`src/rtl/arrow_lane_ctrl_pkg.sv`:
```
// Shared definitions for the arrow lane controller and the border renderer.
package arrow_lane_ctrl_pkg;

    localparam int unsigned Y_W      = 10;
    localparam int unsigned SCORE_W  = 16;
    localparam int unsigned BORDER_Y = 350;

    typedef enum logic [1:0] {
        ST_IDLE   = 2'd0,
        ST_RUN    = 2'd1,
        ST_UPDATE = 2'd2,
        ST_PAUSE  = 2'd3
    } lane_state_e;

    // Bit offset of slot i inside the packed slot_y bus.
    function automatic int unsigned slot_lo(input int unsigned i);
        return i * Y_W;
    endfunction

endpackage

```
`src/rtl/arrow_lane_ctrl_slot_pick.sv`:
```
// Combinational slot selection: in-window winner (largest y, lowest index on tie) and lowest free slot.
module arrow_lane_ctrl_slot_pick
    import arrow_lane_ctrl_pkg::*;
#(
    parameter int unsigned NSLOT = 4,
    parameter int unsigned IDX_W = 2
) (
    input  logic [NSLOT-1:0]     valid,
    input  logic [NSLOT*Y_W-1:0] y,
    input  logic [Y_W-1:0]       win_lo,
    input  logic [Y_W-1:0]       win_hi,
    output logic [IDX_W-1:0]     win_idx_c,
    output logic                 win_found_c,
    output logic [IDX_W-1:0]     free_idx_c,
    output logic                 free_found_c
);

    logic [Y_W-1:0] best_y;
    logic [Y_W-1:0] cur_y;

    always_comb begin
        win_idx_c    = '0;
        win_found_c  = 1'b0;
        free_idx_c   = '0;
        free_found_c = 1'b0;
        best_y       = '0;
        cur_y        = '0;
        for (int unsigned i = 0; i < NSLOT; i++) begin
            cur_y = y[slot_lo(i) +: Y_W];
            // Strict compare keeps the lowest index on equal y.
            if (valid[i] && (cur_y >= win_lo) && (cur_y <= win_hi) &&
                (!win_found_c || (cur_y > best_y))) begin
                win_found_c = 1'b1;
                win_idx_c   = IDX_W'(i);
                best_y      = cur_y;
            end
            if (!valid[i] && !free_found_c) begin
                free_found_c = 1'b1;
                free_idx_c   = IDX_W'(i);
            end
        end
    end

endmodule

```
`src/rtl/arrow_lane_ctrl.sv`:
```
// Per-lane arrow controller: spawns arrows, advances them one slot per cycle on each frame, judges hits.
module arrow_lane_ctrl
    import arrow_lane_ctrl_pkg::*;
#(
    parameter int unsigned NSLOT    = 4,
    parameter int unsigned SPAWN_Y  = 0,
    parameter int unsigned BORDER_Y = arrow_lane_ctrl_pkg::BORDER_Y,
    parameter int unsigned WIN      = 10,
    parameter int unsigned SPEED    = 2
) (
    input  logic                 clk,
    input  logic                 rst,
    input  logic                 start,
    input  logic                 pause,
    input  logic                 frame_tick,
    input  logic                 spawn_req,
    output logic                 spawn_ack,
    input  logic                 hit_req,
    output logic                 hit,
    output logic                 miss,
    output logic                 busy,
    output logic [NSLOT-1:0]     slot_valid,
    output logic [NSLOT*Y_W-1:0] slot_y,
    output logic [SCORE_W-1:0]   score,
    output logic [1:0]           state
);

    localparam int unsigned    IDX_W     = (NSLOT > 1) ? $clog2(NSLOT) : 1;
    localparam logic [Y_W-1:0] WIN_LO    = Y_W'(BORDER_Y - WIN);
    localparam logic [Y_W-1:0] WIN_HI    = Y_W'(BORDER_Y + WIN);
    localparam logic [Y_W:0]   ESC_LIM   = (Y_W + 1)'(BORDER_Y + WIN);
    localparam logic [Y_W:0]   STEP      = (Y_W + 1)'(SPEED);
    localparam logic [Y_W-1:0] SPAWN_VAL = Y_W'(SPAWN_Y);

    lane_state_e      st_q;
    logic             pending_q;
    logic [IDX_W-1:0] idx_q;
    logic [IDX_W-1:0] win_idx_c;
    logic             win_found_c;
    logic [IDX_W-1:0] free_idx_c;
    logic             free_found_c;
    logic [Y_W-1:0]   cur_y_c;
    logic [Y_W:0]     adv_y_c;

    arrow_lane_ctrl_slot_pick #(
        .NSLOT (NSLOT),
        .IDX_W (IDX_W)
    ) u_slot_pick (
        .valid        (slot_valid),
        .y            (slot_y),
        .win_lo       (WIN_LO),
        .win_hi       (WIN_HI),
        .win_idx_c    (win_idx_c),
        .win_found_c  (win_found_c),
        .free_idx_c   (free_idx_c),
        .free_found_c (free_found_c)
    );

    // One extra bit so an escaping arrow is detected before any wrap.
    assign cur_y_c = slot_y[slot_lo(32'(idx_q)) +: Y_W];
    assign adv_y_c = {1'b0, cur_y_c} + STEP;
    assign state   = st_q;

    always_ff @(posedge clk) begin
        if (!rst) begin
            st_q       <= ST_IDLE;
            pending_q  <= 1'b0;
            idx_q      <= '0;
            slot_valid <= '0;
            slot_y     <= '0;
            score      <= '0;
            spawn_ack  <= 1'b0;
            hit        <= 1'b0;
            miss       <= 1'b0;
            busy       <= 1'b0;
        end else begin
            spawn_ack <= 1'b0;
            hit       <= 1'b0;
            miss      <= 1'b0;
            case (st_q)
                ST_IDLE: begin
                    slot_valid <= '0;
                    if (start) begin
                        score <= '0;
                        st_q  <= ST_RUN;
                    end
                end
                ST_RUN: begin
                    if (hit_req || pending_q) begin
                        pending_q <= 1'b0;
                        if (win_found_c) begin
                            slot_valid[win_idx_c] <= 1'b0;
                            hit <= 1'b1;
                            if (score != '1) score <= score + SCORE_W'(1);
                        end else begin
                            miss <= 1'b1;
                        end
                    end
                    // Free index comes from pre-clear occupancy, so it never collides with the hit slot.
                    if (spawn_req && free_found_c) begin
                        slot_valid[free_idx_c]                   <= 1'b1;
                        slot_y[slot_lo(32'(free_idx_c)) +: Y_W] <= SPAWN_VAL;
                        spawn_ack                                <= 1'b1;
                    end
                    if (frame_tick) begin
                        st_q  <= ST_UPDATE;
                        idx_q <= '0;
                        busy  <= 1'b1;
                    end else if (pause) begin
                        st_q <= ST_PAUSE;
                    end
                end
                ST_UPDATE: begin
                    if (hit_req) pending_q <= 1'b1;
                    if (slot_valid[idx_q]) begin
                        if (adv_y_c > ESC_LIM) begin
                            slot_valid[idx_q] <= 1'b0;
                            miss              <= 1'b1;
                        end else begin
                            slot_y[slot_lo(32'(idx_q)) +: Y_W] <= adv_y_c[Y_W-1:0];
                        end
                    end
                    if (idx_q == IDX_W'(NSLOT - 1)) begin
                        st_q <= ST_RUN;
                        busy <= 1'b0;
                    end else begin
                        idx_q <= idx_q + IDX_W'(1);
                    end
                end
                ST_PAUSE: begin
                    if (!pause) st_q <= ST_RUN;
                end
                default: st_q <= ST_IDLE;
            endcase
        end
    end

endmodule

```
`config.mk`:
```
export PLATFORM = sky130hd
export DESIGN_NAME = arrow_lane_ctrl
export DESIGN_NICKNAME = d
export VERILOG_FILES = /design/src/rtl/arrow_lane_ctrl_pkg.sv /design/src/rtl/arrow_lane_ctrl_slot_pick.sv /design/src/rtl/arrow_lane_ctrl.sv
export SDC_FILE = /design/constraint.sdc
export NUM_CORES = 1
export LEC_CHECK = 0
export ABC_CLOCK_PERIOD_IN_PS = 19700
export CAP_MARGIN = 5
export CORE_AREA = 3 3 133 135
export DETAILED_ROUTE_END_ITERATION = 10
export DIE_AREA = 0 0 136 138
export GPL_TIMING_DRIVEN = 0
export PLACE_DENSITY_LB_ADDON = 0.05
export SLEW_MARGIN = 20
export SYNTH_ARGS = -nofsm -noshare
export SYNTH_HDL_FRONTEND = slang
export SYNTH_SLANG_ARGS = --single-unit
export TNS_END_PERCENT = 20
```
`constraint.sdc`:
```
create_clock -name clk -period 19.7 [get_ports clk]
set_clock_uncertainty 0.2 [all_clocks]
set_input_delay 5.91 -clock clk [delete_from_list [all_inputs] [get_ports clk]]
set_output_delay 5.91 -clock clk [all_outputs]
set_load 0.1 [all_outputs]
```
==> flow_summary.json <==
{
  "tritoncts": "yes",
  "start_kind": "primary input",
  "netlist_instances": 700,
  "clk_pin_slew_ps": 60,
  "cap_violations": 0,
  "instances_no_fill": 1012,
  "grt_max_degree": 14,
  "setup_tns_ps": 0,
  "async_flop_share_pct": 0,
  "setup_viol": 0,
  "drtAntennaViolNets": 0,
  "fin_util_pct": 42.82,
  "synth_edf_count": 0,
  "clockBufferDepth": 2,
  "rows": 47,
  "routedWlPerCell_um": 23.68,
  "grt_overflow_total": 0,
  "post_cts_buffers": 0,
  "grt_pass1_wl_um": 36490,
  "drive_gt1_share_pct": 9.722,
  "place_congestion": 0.9615,
  "power_density_mw_per_mm2": 66.24,
  "die_area_mm2": 0.01877,
  "yosys-top-cells-area": "dfxtp_1 (24%), ha_1 (9.5%), nand2_1 (4.5%)",
  "chipHeight_um": 138,
  "ir_worst_vdd_mv": 0.06544,
  "syn_area_per_cell_um2": 8.319,
  "syn2layout_area_growth_pct": 21.96,
  "ys_ff_latch": 69,
  "netlist.area_leader.share_pct": 23.72,
  "drt_iter0_markers": 552,
  "switching_share_pct": 40.86,
  "fin_crit_ps": 8356,
  "yosysUniqueCellTypes": 95,
  "synth_top_area_cell": "dfxtp_1",
  "htree_levels": 3,
  "die_w_um": 136,
  "vias": 6076,
  "place_inst": 996,
  "yosysWarnings": 0,
  "pin_count": 73,
  "crit_chain": "clkdlybuf4s50_1 -> inv_1 -> o21ai_0 -> and3_1 -> clkbuf_1 -> and3_1 -> a21boi_2 -> and2_4 -> buf_6 -> o32ai_1",
  "start_util_pct": 35.11,
  "dpl.hpwl_um": 18760,
  "cp_top_family": "buffers and inverters",
  "portBuffers": 71,
  "power.share.sequential_pct": 32.0,
  "core_mm2": 0.01658,
  "cp_data_arrival_time_ps": 8400,
  "nNetsFinal": 838,
  "slew_headroom_pct": 33.81,
  "via_per_inst": 6.004,
  "max_stage_delay_ps": 470,
  "fin_crit_sh_pct": 42.41,
  "hold_buffers": 0,
  "ys_seq_area_share_pct": 23.72,
  "p_leak_nw": 2.479,
  "worstPathRequired_ps": 19740,
  "clk_root_buffer_cell": "clkbuf_16",
  "cts_inserted_buffers": 9,
  "worstSetupPathType": "in -> reg",
  "antenna_cells": 0,
  "power.switching_w": 0.0001922,
  "rrSetupSlack_ps": 11620,
  "clkPwrFrac_pct": 32.5,
  "routed_wl_um": 23960,
  "power_frac_comb_pct": 35.4,
  "pre_cts_slack_ps": 11080,
  "fin_ws_ps": 11340,
  "ys.flop_type": "dfxtp_1",
  "drc": 0,
  "crit_buf_inv": 4,
  "max_freq_mhz": 119.7,
  "worstMarginPinSlew_ps": 989.8,
  "clock_latency_ps": 340,
  "cp-end-kind": "flop",
  "cts_sinks": 69,
  "antenna_found_initial": 0,
  "cpMostUsedCell": "and3_1",
  "drt_first_pass_iters": 7,
  "grt_use_total_pct": 25.39,
  "hp-class": "reg -> reg",
  "rsz0062_at_grt": "false",
  "p_int_w": 0.0002782,
  "finalMaxSlewViolations": 0,
  "syn-cell-area_mm2": 0.005823,
  "critPathMaxFanout": 8,
  "slowest_stage": "clkdlybuf4s50_1",
  "grt_pass1_vias": 5821,
  "finalHoldViolCount": 0,
  "status": "finished clean",
  "postCtsResizedCells": 0
}
[placed cells by master (no fill, tap or decap), types with 13 or more instances in the layout]
| master | count |
|---|---|
| a21o_1 | 15 |
| inv_1 | 38 |
| o22ai_1 | 16 |
| mux2_2 | 15 |
| nand3_1 | 23 |
| clkdlybuf4s50_1 | 71 |
| a21oi_1 | 38 |
| xnor2_1 | 13 |
| nand2_1 | 70 |
| o21ai_0 | 24 |
| clkbuf_1 | 25 |
| nand4_1 | 15 |
| ha_1 | 44 |
| dfxtp_1 | 69 |
| mux2i_1 | 14 |
| nor2_1 | 57 |
[power by group through the flow]
stage / combinational, W / clock (W) / sequential (W)
after floorplan: 0.0000931 / 0 / 0.000177
after global placement: 0.000163 / 0 / 0.000153
after detailed placement: 0.000164 / 0 / 0.000154
after CTS: 0.000164 / 0.000155 / 0.000151
after global routing: 0.000179 / 0.000161 / 0.000151
final: 0.000167 / 0.000153 / 0.000151
[final cells by class]
type,count,area (um2)
Fill cell,1711,9482
Multi-Input combinational cell,565,4155
Sequential cell,69,1381
Timing Repair Buffer,71,710.7
Tap cell,220,275.3
Clock buffer,9,225.2
Buffer,33,162.7
Inverter,38,142.6
Clock inverter,7,48.80
[worst min-delay path, delay by kind of cell (launching register included)]
kind / cells / cell delay (ps)
and+or+nand+nor: 1 / 70
DFF: 1 / 350
AOI/OAI and AO/OA: 1 / 70
[cell families after synthesis]
kind of cell             count (synthesis)  share of synthesized area (%)
AND/OR/NAND/NOR                        246                          21.44
AO/OA/AOI/OAI                          212                          27.53
buffers and inverters                   71                          5.243
flip-flops                              69                          23.72
adder cells (fa/ha/maj)                 44                          9.454
multiplexers                            41                          10.14
XOR/XNOR                                16                          2.407
other                                    1                        0.06440
[flip-flops by register name, summed over array words and instances, names as in the netlist]
signal	flops
busy	1
hit	1
idx_q	2
miss	1
pending_q	1
score	16
slot_valid	4
slot_y	40
spawn_ack	1
state	2
[metrics by stage]
step	hold WS [ps]	power [W]	area, um2
2_1_floorplan	299.4	0.0002702	5842
3_3_place_gp	298.9	0.0003168	6828
3_5_place_dp	316.7	0.0003175	6828
4_1_cts	331.4	0.0004702	7102
5_1_grt	365.6	0.0004919	7102
6_report	329.2	0.0004704	7102
[synth_stat cells, types with 16 or more instances]
library cell and n:
a21oi_1 38, nand3_1 23, inv_1 38, o22ai_1 16, nor2_1 57, clkbuf_1 25, ha_1 44, nand2_1 70
o21ai_0 24, dfxtp_1 69
[worst paths after layout]
path / from / to / depth (start not counted)
min: busy$_SDFFE_PN0P_ / busy$_SDFFE_PN0P_ / 2
max reg2reg: slot_y[6]$_SDFFE_PN0P_ / slot_valid[1]$_SDFFE_PN0P_ / 24
min reg2reg: busy$_SDFFE_PN0P_ / busy$_SDFFE_PN0P_ / 2
max: spawn_req / slot_y[3]$_SDFFE_PN0P_ / 10
[routing by layer]
metal	wire length [um]	GRT usage, %
met5	0	0
met4	694	8.488
met1	11080	37.03
met2	10690	38.25
met3	1507	3.779
Power figures use the tool's default switching activity.
